--- config.mk ---
export PLATFORM = sky130hd
export DESIGN_NAME = multimode_modulator_flat
export DESIGN_NICKNAME = d
export VERILOG_FILES = /design/src/rtl/multimode_modulator_if.sv /design/src/rtl/multimode_modulator.sv /design/src/flat_wrapper.sv
export SDC_FILE = /design/constraint.sdc
export NUM_CORES = 1
export LEC_CHECK = 0
export ABC_CLOCK_PERIOD_IN_PS = 17100
export CORE_ASPECT_RATIO = 1.2
export CORE_MARGIN = 3
export CORE_UTILIZATION = 67
export DETAILED_ROUTE_END_ITERATION = 8
export GPL_ROUTABILITY_DRIVEN = 0
export MAX_ROUTING_LAYER = met4
export PLACE_DENSITY = 0.87
export SYNTH_ARGS = -nofsm -noshare
export SYNTH_HDL_FRONTEND = slang
export SYNTH_SLANG_ARGS = --single-unit
--- constraint.sdc ---
create_clock -name clk_in -period 17.1 [get_ports clk_in]
set_input_delay 4.275 -clock clk_in [delete_from_list [all_inputs] [get_ports clk_in]]
set_output_delay 4.275 -clock clk_in [all_outputs]
set_load 0.1 [all_outputs]
--- src/rtl/multimode_modulator_if.sv ---
// Sample/result bus for multimode_modulator: baseband sample, carrier word and
// mode in with a valid/ready handshake; I/Q carrier samples out with a strobe.
interface multimode_modulator_if #(
   parameter int PHASE_WIDTH = 32,
   parameter int INPUT_WIDTH = 8,
   parameter int DATA_WIDTH  = 12
);
   logic        [PHASE_WIDTH-1:0] Fre_word;
   logic        [1:0]             mode;
   logic signed [INPUT_WIDTH-1:0] data_in;
   logic                          in_valid;
   logic                          in_ready;
   logic signed [DATA_WIDTH-1:0]  I_out;
   logic signed [DATA_WIDTH-1:0]  Q_out;
   logic                          out_valid;

   modport master (
      output Fre_word, mode, data_in, in_valid,
      input  in_ready, I_out, Q_out, out_valid
   );

   modport slave (
      input  Fre_word, mode, data_in, in_valid,
      output in_ready, I_out, Q_out, out_valid
   );
endinterface

--- src/rtl/multimode_modulator.sv ---
// AM/FM/PM modulator: phase accumulator feeding an iterative CORDIC rotator.
// Optional MODULATOR_GAIN_COMP_EN adds a SCALE state removing the CORDIC gain.
module multimode_modulator #(
   parameter int ITERATIONS  = 16,
   parameter int PHASE_WIDTH = 32,
   parameter int INPUT_WIDTH = 8,
   parameter int DATA_WIDTH  = 12,
   parameter int FM_SHIFT    = 16,
   parameter int PM_SHIFT    = 22,
   parameter int AM_SHIFT    = 2
) (
   input logic                  clk_in,
   input logic                  RST,
   multimode_modulator_if.slave bus
);
   localparam int XW      = DATA_WIDTH + 2;
   localparam int CW      = 5;
   localparam int A_FULL  = 1 << (DATA_WIDTH - 2);
   localparam int OUT_MAX = (1 << (DATA_WIDTH - 1)) - 1;

   typedef enum logic [2:0] {S_IDLE, S_LOAD, S_SCALE, S_ROTATE, S_DONE} state_t;
   typedef enum logic [1:0] {M_AM, M_FM, M_PM, M_CW} mode_t;

   state_t                        r_state, w_next;
   mode_t                         r_mode;
   logic        [CW-1:0]          r_iter;
   logic        [PHASE_WIDTH-1:0] r_phase_acc, r_fre, r_z;
   logic signed [INPUT_WIDTH-1:0] r_data;
   logic signed [XW-1:0]          r_x, r_y;
   logic signed [DATA_WIDTH-1:0]  r_i_out, r_q_out;
   logic                          r_out_valid;

   logic signed [PHASE_WIDTH-1:0] w_d_ph, w_fm_off, w_pm_off;
   logic        [PHASE_WIDTH-1:0] w_inc, w_phase_new, w_angle, w_z0, w_atan;
   logic signed [XW-1:0]          w_x0;
   logic                          w_fold;
   int                            w_amp;

   function automatic logic [PHASE_WIDTH-1:0] atan_at(input logic [CW-1:0] i);
      logic [31:0] t;
      case (i)
         5'd0:  t = 32'h2000_0000;  5'd1:  t = 32'h12E4_051E;
         5'd2:  t = 32'h09FB_385B;  5'd3:  t = 32'h0511_11D4;
         5'd4:  t = 32'h028B_0D43;  5'd5:  t = 32'h0145_D7E1;
         5'd6:  t = 32'h00A2_F61E;  5'd7:  t = 32'h0051_7C55;
         5'd8:  t = 32'h0028_BE53;  5'd9:  t = 32'h0014_5F2F;
         5'd10: t = 32'h000A_2F98;  5'd11: t = 32'h0005_17CC;
         5'd12: t = 32'h0002_8BE6;  5'd13: t = 32'h0001_45F3;
         5'd14: t = 32'h0000_A2FA;  5'd15: t = 32'h0000_517D;
         5'd16: t = 32'h0000_28BE;  5'd17: t = 32'h0000_145F;
         5'd18: t = 32'h0000_0A30;  5'd19: t = 32'h0000_0518;
         5'd20: t = 32'h0000_028C;  5'd21: t = 32'h0000_0146;
         5'd22: t = 32'h0000_00A3;  5'd23: t = 32'h0000_0051;
         default: t = '0;
      endcase
      // table is in 2^32-per-turn units; rescale to the configured phase width
      return PHASE_WIDTH'(({32'd0, t} << PHASE_WIDTH) >> 32);
   endfunction

   // x/y carry two fractional guard bits; drop them with rounding on output
   function automatic logic signed [DATA_WIDTH-1:0] sat_round(input logic signed [XW-1:0] v);
      int t;
      t = (int'(v) + 2) >>> 2;
      if (t > OUT_MAX)       t = OUT_MAX;
      else if (t < -OUT_MAX - 1) t = -OUT_MAX - 1;
      return DATA_WIDTH'(t);
   endfunction

   assign w_atan        = atan_at(r_iter);
   assign bus.in_ready  = (r_state == S_IDLE);
   assign bus.I_out     = r_i_out;
   assign bus.Q_out     = r_q_out;
   assign bus.out_valid = r_out_valid;

   always_comb begin
      w_d_ph      = PHASE_WIDTH'(r_data);
      w_fm_off    = (r_mode == M_FM) ? (w_d_ph <<< FM_SHIFT) : '0;
      w_pm_off    = (r_mode == M_PM) ? (w_d_ph <<< PM_SHIFT) : '0;
      w_inc       = r_fre + w_fm_off;
      w_phase_new = r_phase_acc + w_inc;
      w_angle     = w_phase_new + w_pm_off;
      w_amp       = A_FULL;
      if (r_mode == M_AM) begin
         w_amp = A_FULL / 2 + (int'(r_data) <<< AM_SHIFT);
         if (w_amp < 0)           w_amp = 0;
         else if (w_amp > A_FULL) w_amp = A_FULL;
      end
      w_fold = w_angle[PHASE_WIDTH-1] ^ w_angle[PHASE_WIDTH-2];
      w_x0   = w_fold ? -XW'(w_amp <<< 2) : XW'(w_amp <<< 2);
      w_z0   = w_fold ? {~w_angle[PHASE_WIDTH-1], w_angle[PHASE_WIDTH-2:0]} : w_angle;
   end

   always_comb begin
      w_next = r_state;
      case (r_state)
         S_IDLE:   if (bus.in_valid) w_next = S_LOAD;
`ifdef MODULATOR_GAIN_COMP_EN
         S_LOAD:   w_next = S_SCALE;
         S_SCALE:  w_next = S_ROTATE;
`else
         S_LOAD:   w_next = S_ROTATE;
`endif
         S_ROTATE: if (r_iter == CW'(ITERATIONS - 1)) w_next = S_DONE;
         S_DONE:   w_next = S_IDLE;
         default:  w_next = S_IDLE;
      endcase
   end

   always_ff @(posedge clk_in) begin
      if (RST) r_state <= S_IDLE;
      else     r_state <= w_next;
   end

   always_ff @(posedge clk_in) begin
      if (RST) begin
         r_phase_acc <= '0;
         r_fre       <= '0;
         r_mode      <= M_AM;
         r_data      <= '0;
         r_x         <= '0;
         r_y         <= '0;
         r_z         <= '0;
         r_iter      <= '0;
         r_i_out     <= '0;
         r_q_out     <= '0;
         r_out_valid <= 1'b0;
      end else begin
         r_out_valid <= 1'b0;
         case (r_state)
            S_IDLE: if (bus.in_valid) begin
               r_fre  <= bus.Fre_word;
               r_mode <= mode_t'(bus.mode);
               r_data <= bus.data_in;
            end
            S_LOAD: begin
               r_phase_acc <= w_phase_new;
               r_x         <= w_x0;
               r_y         <= '0;
               r_z         <= w_z0;
               r_iter      <= '0;
            end
`ifdef MODULATOR_GAIN_COMP_EN
            S_SCALE: r_x <= XW'((32'(r_x) * 32'sd19898) >>> 15);
`endif
            S_ROTATE: begin
               if (!r_z[PHASE_WIDTH-1]) begin
                  r_x <= r_x - (r_y >>> r_iter);
                  r_y <= r_y + (r_x >>> r_iter);
                  r_z <= r_z - w_atan;
               end else begin
                  r_x <= r_x + (r_y >>> r_iter);
                  r_y <= r_y - (r_x >>> r_iter);
                  r_z <= r_z + w_atan;
               end
               r_iter <= r_iter + CW'(1);
            end
            S_DONE: begin
               r_i_out     <= sat_round(r_x);
               r_q_out     <= sat_round(r_y);
               r_out_valid <= 1'b1;
            end
            default: ;
         endcase
      end
   end
endmodule
--- src/flat_wrapper.sv ---
// flat-port wrapper written by rule: the top's interface ports become plain ports
module multimode_modulator_flat 
#(
   parameter int ITERATIONS  = 16,
   parameter int PHASE_WIDTH = 32,
   parameter int INPUT_WIDTH = 8,
   parameter int DATA_WIDTH  = 12,
   parameter int FM_SHIFT    = 16,
   parameter int PM_SHIFT    = 22,
   parameter int AM_SHIFT    = 2
)
  (clk_in, RST, bus_Fre_word, bus_mode, bus_data_in, bus_in_valid, bus_in_ready, bus_I_out, bus_Q_out, bus_out_valid);
  multimode_modulator_if #(.PHASE_WIDTH(PHASE_WIDTH), .INPUT_WIDTH(INPUT_WIDTH), .DATA_WIDTH(DATA_WIDTH)) bus_i ();
  input logic clk_in;
  input logic RST;
  input wire logic [$bits(bus_i.Fre_word)-1:0] bus_Fre_word;
  input wire logic [$bits(bus_i.mode)-1:0] bus_mode;
  input wire logic [$bits(bus_i.data_in)-1:0] bus_data_in;
  input wire logic [$bits(bus_i.in_valid)-1:0] bus_in_valid;
  output wire logic [$bits(bus_i.in_ready)-1:0] bus_in_ready;
  output wire logic [$bits(bus_i.I_out)-1:0] bus_I_out;
  output wire logic [$bits(bus_i.Q_out)-1:0] bus_Q_out;
  output wire logic [$bits(bus_i.out_valid)-1:0] bus_out_valid;
  assign bus_i.Fre_word = bus_Fre_word;
  assign bus_i.mode = bus_mode;
  assign bus_i.data_in = bus_data_in;
  assign bus_i.in_valid = bus_in_valid;
  assign bus_in_ready = bus_i.in_ready;
  assign bus_I_out = bus_i.I_out;
  assign bus_Q_out = bus_i.Q_out;
  assign bus_out_valid = bus_i.out_valid;
  multimode_modulator #(.ITERATIONS(ITERATIONS), .PHASE_WIDTH(PHASE_WIDTH), .INPUT_WIDTH(INPUT_WIDTH), .DATA_WIDTH(DATA_WIDTH), .FM_SHIFT(FM_SHIFT), .PM_SHIFT(PM_SHIFT), .AM_SHIFT(AM_SHIFT)) u_core (.clk_in(clk_in), .RST(RST), .bus(bus_i));
endmodule
==> reports/results.ini, run 1 <==
[drt]
num_vias=15600
dr.first_iter.drc_count=1476
routed_wl_um=44400
viasPerCell=6.63
wl_per_cell_um=18.8
drc=0
first_pass_iters=7
ant_nets=0

[clock_tree]
numCtsBuffers=17
holdBufCountCts=0
cts_resized=0
tritoncts=yes
cts.path.max_buffers=2
h-tree-depth=4
cts_sinks=197
cts_setup_buffers=0
root_buffer=clkbuf_16
clkTransAtPathRegs_ns=0.09
clock_latency_ns=0.46

[power]
p_leak_nw=7.14
combPwrFrac_pct=27.8
vdd_drop_max_mv=0.0632
seqPwrFrac_pct=38.7
powerDensity_nw_per_um2=75.3
p_clk_share_pct=33.4
p_switching_mw=0.462
sw_frac_of_total_pct=35.4
p_int_mw=0.844

[flow_run]
drv_cap=0

[global_route]
gr-total-overflow=0
antenna_found_initial=0
grt_pass1_wl_um=73100
track_usage_pct=34.9
grt_max_degree=109
use_met1_pct=39.3
grt_pass1_vias=15400
grt-busiest-layer=met2
met3_usage_pct=4.46
use_met2_pct=60.4

[hold_path]
holdCritStartpoint=u_core.bus.I_out[11]
hold_path.class=flip-flop to flip-flop
whs_path_depth=2
hold_end=u_core.bus.I_out[11]

[synth]
synth_fp_nets=2249
synth.ff_latch_count=197
async_flop_share_pct=0
synth_area_leaders=dfxtp_1, ha_1, a21oi_1, nand2_1, nor2_1
synthFlopType=dfxtp_1
synth.avg_cell_area_um2=7.78
synthesis.instances=2057
synth_edf_count=0
synth.top_cell.area_share_pct=24.6
yosysSeqAreaShare_pct=24.6
yosys_warnings=0
synth.distinct_cells=81
syn_area_um2=16000
synth_top_area_cell=dfxtp_1

[floorplan]
die-height_um=175
start_util_pct=68.5
ios=71
core_um2=23400
core.rowCount=61
die_w_um=147
dieArea_um2=25800

[placement]
place_inst=2326
dpl.hpwl_um=31400
buffer_ports.inserted=70

[setup_path]
worstPathArrival_ns=7.31
critPathMaxFanout=62
cp_common_cell=nor2_1
reg2reg_from=u_core.r_mode[0]
critical_path_class=input port to flip-flop
path_cells=buf_4, nand2b_1, clkinv_1, nor2_1, nor2_1, a211oi_1, a21oi_1, o21ai_0
endpoint_kind=flip-flop
cp_slowest_stage_delay_ns=0.74
r2r_cells=22
cp_slowest_cell=clkinv_1
r2r-end=u_core.r_x[9]
critPathLaunchType=input port
worstSetupPathDepth=8
cp_data_required_time_ns=17.48
path_delay_family=simple AND/OR/NAND/NOR gates
path_buf_inv=2
rrSetupSlack_ns=10.52

[timing]
fmax_mhz=144
finalSetupViolCount=0
finClkSkew_ns=0.0233
hold_viol=0
worst_pin_slew_ns=1.13
finalSetupTns_ns=0
fin_crit_ns=6.94
finalCritPeriodShare_pct=40.6
maxSlewHeadroom_pct=24.6
maxSlewViolCount=0
rsz0062_at_grt=no

[outcome]
outcome=complete, no violations

[cells_and_area]
final_cells=2358
multi_input_area_um2=11400
ff_latch_area_um2=3950
drive_gt1_share_pct=4.99
nFillCells=1784
nNetsFinal=2222
n_antenna_cell=0
synthToLayoutAreaGrowth_pct=8.49

[through the flow]
step	total power [mW]	hold WS, ns	setup WS (ns)	instance area (um^2)	util [%]
floorplan	0.782	0.436	10.33	16000	-
global placement	0.856	0.442	9.83	16700	71.6
detailed placement	0.867	0.448	9.77	16700	71.6
CTS	1.30	0.459	10.25	17400	74.3
global route	1.36	0.492	9.97	17400	74.3
finish	1.31	0.458	10.16	17400	74.3
[flip-flops by register name (all words and copies together) (netlist names)]
name,count
u_core.w_atan,30
u_core.r_data,8
u_core.r_z,32
u_core.bus.out_valid,1
u_core.r_phase_acc,32
u_core.r_mode,2
u_core.bus.Q_out,12
u_core.r_iter,5
u_core.r_fre,32
u_core.r_y,14
u_core.r_state,3
u_core.r_x,14
u_core.bus.I_out,12
[metal layers]
layer,vias up,share of wire (%)
met3,228,7.3
met4,0,5.5
met1,7264,37
met2,769,50
li1,7379,-
met5,-,0
[layout by cell type, fill, tap and decap left out, drive strengths merged, types with 10 or more instances in the layout]
cell type      count
o21ai             89
clkdlybuf4s50     69
xnor2             78
mux4              25
o21a              17
mux2i             28
ha               127
a31oi             22
nor3              38
dfxtp            197
a22oi             17
o31ai             14
nor2             185
a21oi            211
o22ai             11
nand4             12
xor2              64
fa                20
and3              18
or2               13
a21boi            10
buf               13
nor4              15
nand3             49
nor2b             20
o211ai            14
nand2            276
or3               19
clkbuf            17
and2              33
inv               67
a21o              39
nand2b            12
a211oi            61
[layout make-up]
class,instances,share of cell area [%]
clock buffer,17,2.45
multi-input combinational,1671,65.4
tap,315,2.27
inverter,61,1.32
timing repair buffer,82,4.54
sequential,197,22.7
clock inverter,15,1.27
[logic make-up (layout without fill, tap and decap cells)]
group	Yosys count	count (layout)	share of synthesized area, %
XOR/XNOR	142	142	7.77
AO/OA/AOI/OAI	594	594	23.7
adder cells (fa/ha/maj)	147	147	12.4
multiplexers	59	59	5.69
buffers and inverters	189	175	4.50
AND/OR/NAND/NOR	729	729	21.2
flip-flops	197	197	24.6
[synthesized netlist by cell type, types with 39 or more instances]
library cell,number
clkbuf_1,107
nor2_1,185
xnor2_1,78
o21ai_0,85
a211oi_1,61
ha_1,127
a21oi_1,211
dfxtp_1,197
a21o_1,39
nand3_1,49
inv_1,58
xor2_1,64
nand2_1,276
[worst register-to-register path, delay by kind of cell, from the launching register on]
| kind | cells | cell delay, ns |
|---|---|---|
| xor+xnor | 2 | 0.41 |
| simple gates | 9 | 2.56 |
| fa+ha+maj | 3 | 1.16 |
| compound gates | 8 | 1.93 |
| flops | 1 | 0.41 |
[power by group through the flow]
stage                     Clock, mW  Combinational, mW  Sequential (mW)
after CTS                     0.440              0.358            0.505
after detailed placement          0              0.352            0.515
final                         0.437              0.363            0.506
after global routing          0.459              0.398            0.508
after floorplan                   0              0.281            0.501
after global placement            0              0.342            0.514
[worst max path at each step]
stage	start	endpoint	slack [ns]
finish	RST	u_core.w_atan[6]	10.16
detailed placement	RST	u_core.w_atan[6]	9.77
global placement	RST	u_core.w_atan[6]	9.83
global route	RST	u_core.w_atan[6]	9.97
floorplan	u_core.r_state[2]	bus_in_ready	10.33
CTS	RST	u_core.w_atan[6]	10.25
Note: power is estimated with default switching activity, not from simulation.
==> inputs of run 2 (changes only) <==
--- a/config.mk
+++ b/config.mk
@@ -5,14 +5,14 @@
 export SDC_FILE = /design/constraint.sdc
 export NUM_CORES = 1
 export LEC_CHECK = 0
-export ABC_CLOCK_PERIOD_IN_PS = 17100
+export ABC_CLOCK_PERIOD_IN_PS = 6700
 export CORE_ASPECT_RATIO = 1.2
 export CORE_MARGIN = 3
-export CORE_UTILIZATION = 67
+export CORE_UTILIZATION = 63
 export DETAILED_ROUTE_END_ITERATION = 8
 export GPL_ROUTABILITY_DRIVEN = 0
 export MAX_ROUTING_LAYER = met4
-export PLACE_DENSITY = 0.87
+export PLACE_DENSITY = 0.82
 export SYNTH_ARGS = -nofsm -noshare
 export SYNTH_HDL_FRONTEND = slang
 export SYNTH_SLANG_ARGS = --single-unit
==> constraint.sdc (replaced) <==
create_clock -name clk_in -period 6.7 [get_ports clk_in]
set_input_delay 1.675 -clock clk_in [delete_from_list [all_inputs] [get_ports clk_in]]
set_output_delay 1.675 -clock clk_in [all_outputs]
set_load 0.1 [all_outputs]
==> reports/results.ini, run 2 (synthesis results as in run 1) <==
[outcome]
outcome=complete, no violations

[cells_and_area]
n_antenna_cell=0  ; unchanged
nNetsFinal=2228  ; +0.27%
synthToLayoutAreaGrowth_pct=8.68
mostFrequentLayoutCells=nand2_1, a21oi_1, dfxtp_1
drive_gt1_share_pct=5.27  ; +0.28 points
final_common_cell=nand2_1
top_regs=u_core.r_fre (32), u_core.r_phase_acc (32), u_core.r_z (32)

[power]
vdd_drop_max_mv=0.176  ; +180%
powerDensity_nw_per_um2=189  ; +150%
p_leak_nw=7.16  ; +0.23%
p_int_mw=2.17  ; +160%
report.power.total_mw=3.29  ; +150%
combPwrFrac_pct=27.9  ; about the same
p_switching_mw=1.12  ; +140%
seqPwrFrac_pct=39.2  ; +0.5 points
p_clk_share_pct=32.9  ; -0.5 points
sw_frac_of_total_pct=34.0  ; -1.4 points

[setup_path]
critical_path_class=flip-flop to flip-flop
critPathLaunchType=flip-flop
worstPathArrival_ns=6.49  ; -0.82 ns
critPathMaxFanout=12  ; -81%
endpoint_kind=flip-flop
cp_data_required_time_ns=7.04  ; -10.44 ns

[clock_tree]
cts_sinks=197  ; unchanged
clkTransAtPathRegs_ns=0.08  ; about the same
h-tree-depth=4  ; unchanged
numCtsBuffers=17  ; unchanged
cts.path.max_buffers=2  ; unchanged
cts_resized=0  ; unchanged
tritoncts=yes
holdBufCountCts=0  ; unchanged
cts_setup_buffers=0  ; unchanged
clock_latency_ns=0.45  ; about the same
root_buffer=clkbuf_16

[timing]
fmax_mhz=163
fin_crit_ns=6.15
finalSetupTns_ns=0  ; unchanged
finalSetupViolCount=0  ; unchanged
rsz0062_at_grt=no
worst_pin_slew_ns=1.00  ; -0.132 ns
hold_viol=0  ; unchanged
maxSlewHeadroom_pct=33.1  ; +8.6 points
finalCritPeriodShare_pct=91.8
finClkSkew_ns=0.0111  ; -0.0121 ns
maxSlewViolCount=0  ; unchanged

[global_route]
grt_pass1_wl_um=72600  ; -0.62%
grt-busiest-layer=met2
met3_usage_pct=5.43  ; +0.97 points
grt_max_degree=73  ; -33%
grt_pass1_vias=15200  ; -0.96%
gr-total-overflow=0  ; unchanged
antenna_found_initial=0  ; unchanged
track_usage_pct=33.1  ; -1.8 points
use_met1_pct=37.3  ; -2.1 points
use_met2_pct=55.1  ; -5.4 points

[floorplan]
die-height_um=181  ; +3.0%
start_util_pct=64.4  ; -4.1 points
ios=71  ; unchanged
core_um2=24800  ; +6.3%
dieArea_um2=27400  ; +6.1%
die_w_um=151  ; +3.0%
core.rowCount=63  ; +3.3%

[drt]
num_vias=15400  ; -1.4%
drc=0  ; unchanged
first_pass_iters=5  ; -2
wl_per_cell_um=18.3  ; -2.6%
ant_nets=0  ; unchanged
viasPerCell=6.50  ; -2.0%
dr.first_iter.drc_count=1138  ; -23%
routed_wl_um=43500  ; -1.9%

[placement]
buffer_ports.inserted=70  ; unchanged
dpl.hpwl_um=31600  ; +0.75%

[flow_run]
drv_cap=0  ; unchanged

[hold_path]
hold_path.class=flip-flop to flip-flop

run 2: layout make-up:
type                       instances  area [um^2]
clock buffer                      17          425
fill                            2002         7440
tap                              325          407
clock inverter                    15          193
inverter                          61          229
timing repair buffer              88          833
sequential                       197         3950
multi-input combinational       1671        11400
run 2: metal layers:
metal | share of wire, % | vias up
met4 | 5.9 | 0
li1 | - | 7388
met2 | 49 | 658
met5 | 0 | -
met1 | 38 | 7210
met3 | 7.0 | 171
run 2: per-stage QoR:
step	area [um^2]	hold slack, ns	cells	utilization, %	worst slack, ns
after floorplan	16000	0.436	2057	-	1.24
after global placement	16800	0.442	2342	67.5	0.653
after detailed placement	16800	0.448	2342	67.5	0.476
after CTS	17400	0.459	2374	70.0	0.443
after global routing	17400	0.484	2374	70.0	0.0492
final	17400	0.459	2374	70.0	0.552
run 2: final timing paths:
kind         slack [ns]                to             start  cells past startpoint
max                0.55    u_core.r_x[12]  u_core.r_mode[0]                     23
min                0.46  u_core.r_fre[22]  u_core.r_fre[22]                      2
max reg2reg        0.55    u_core.r_x[12]  u_core.r_mode[0]                     23
min reg2reg        0.46  u_core.r_fre[22]  u_core.r_fre[22]                      2
run 2: worst max-delay path, stage by stage (launching register included):
cell      delay, ns
dfxtp_1        0.41
nor2b_2        0.36
and2_1         0.19
fa_1           0.42
ha_1           0.43
a21o_1         0.23
a21o_1         0.19
a21oi_1        0.15
o21ai_0        0.11
a311oi_1       0.38
a21boi_0       0.21
o21ai_0        0.25
nand2_1        0.12
xor2_1         0.17
ha_1           0.24
or2_2          0.28
a221oi_1       0.22
o21bai_1       0.16
xnor2_1        0.17
nor3_1         0.26
a211o_1        0.17
and2_1         0.45
mux2i_1        0.14
a221o_1        0.32
run 2: power groups by stage:
| stage | logic, mW | clock network, mW | registers, mW |
|---|---|---|---|
| final | 0.917 | 1.08 | 1.29 |
| after global routing | 1.01 | 1.14 | 1.30 |
| after CTS | 0.906 | 1.10 | 1.29 |
| after detailed placement | 0.895 | 0 | 1.32 |
| after global placement | 0.874 | 0 | 1.31 |
| after floorplan | 0.716 | 0 | 1.28 |
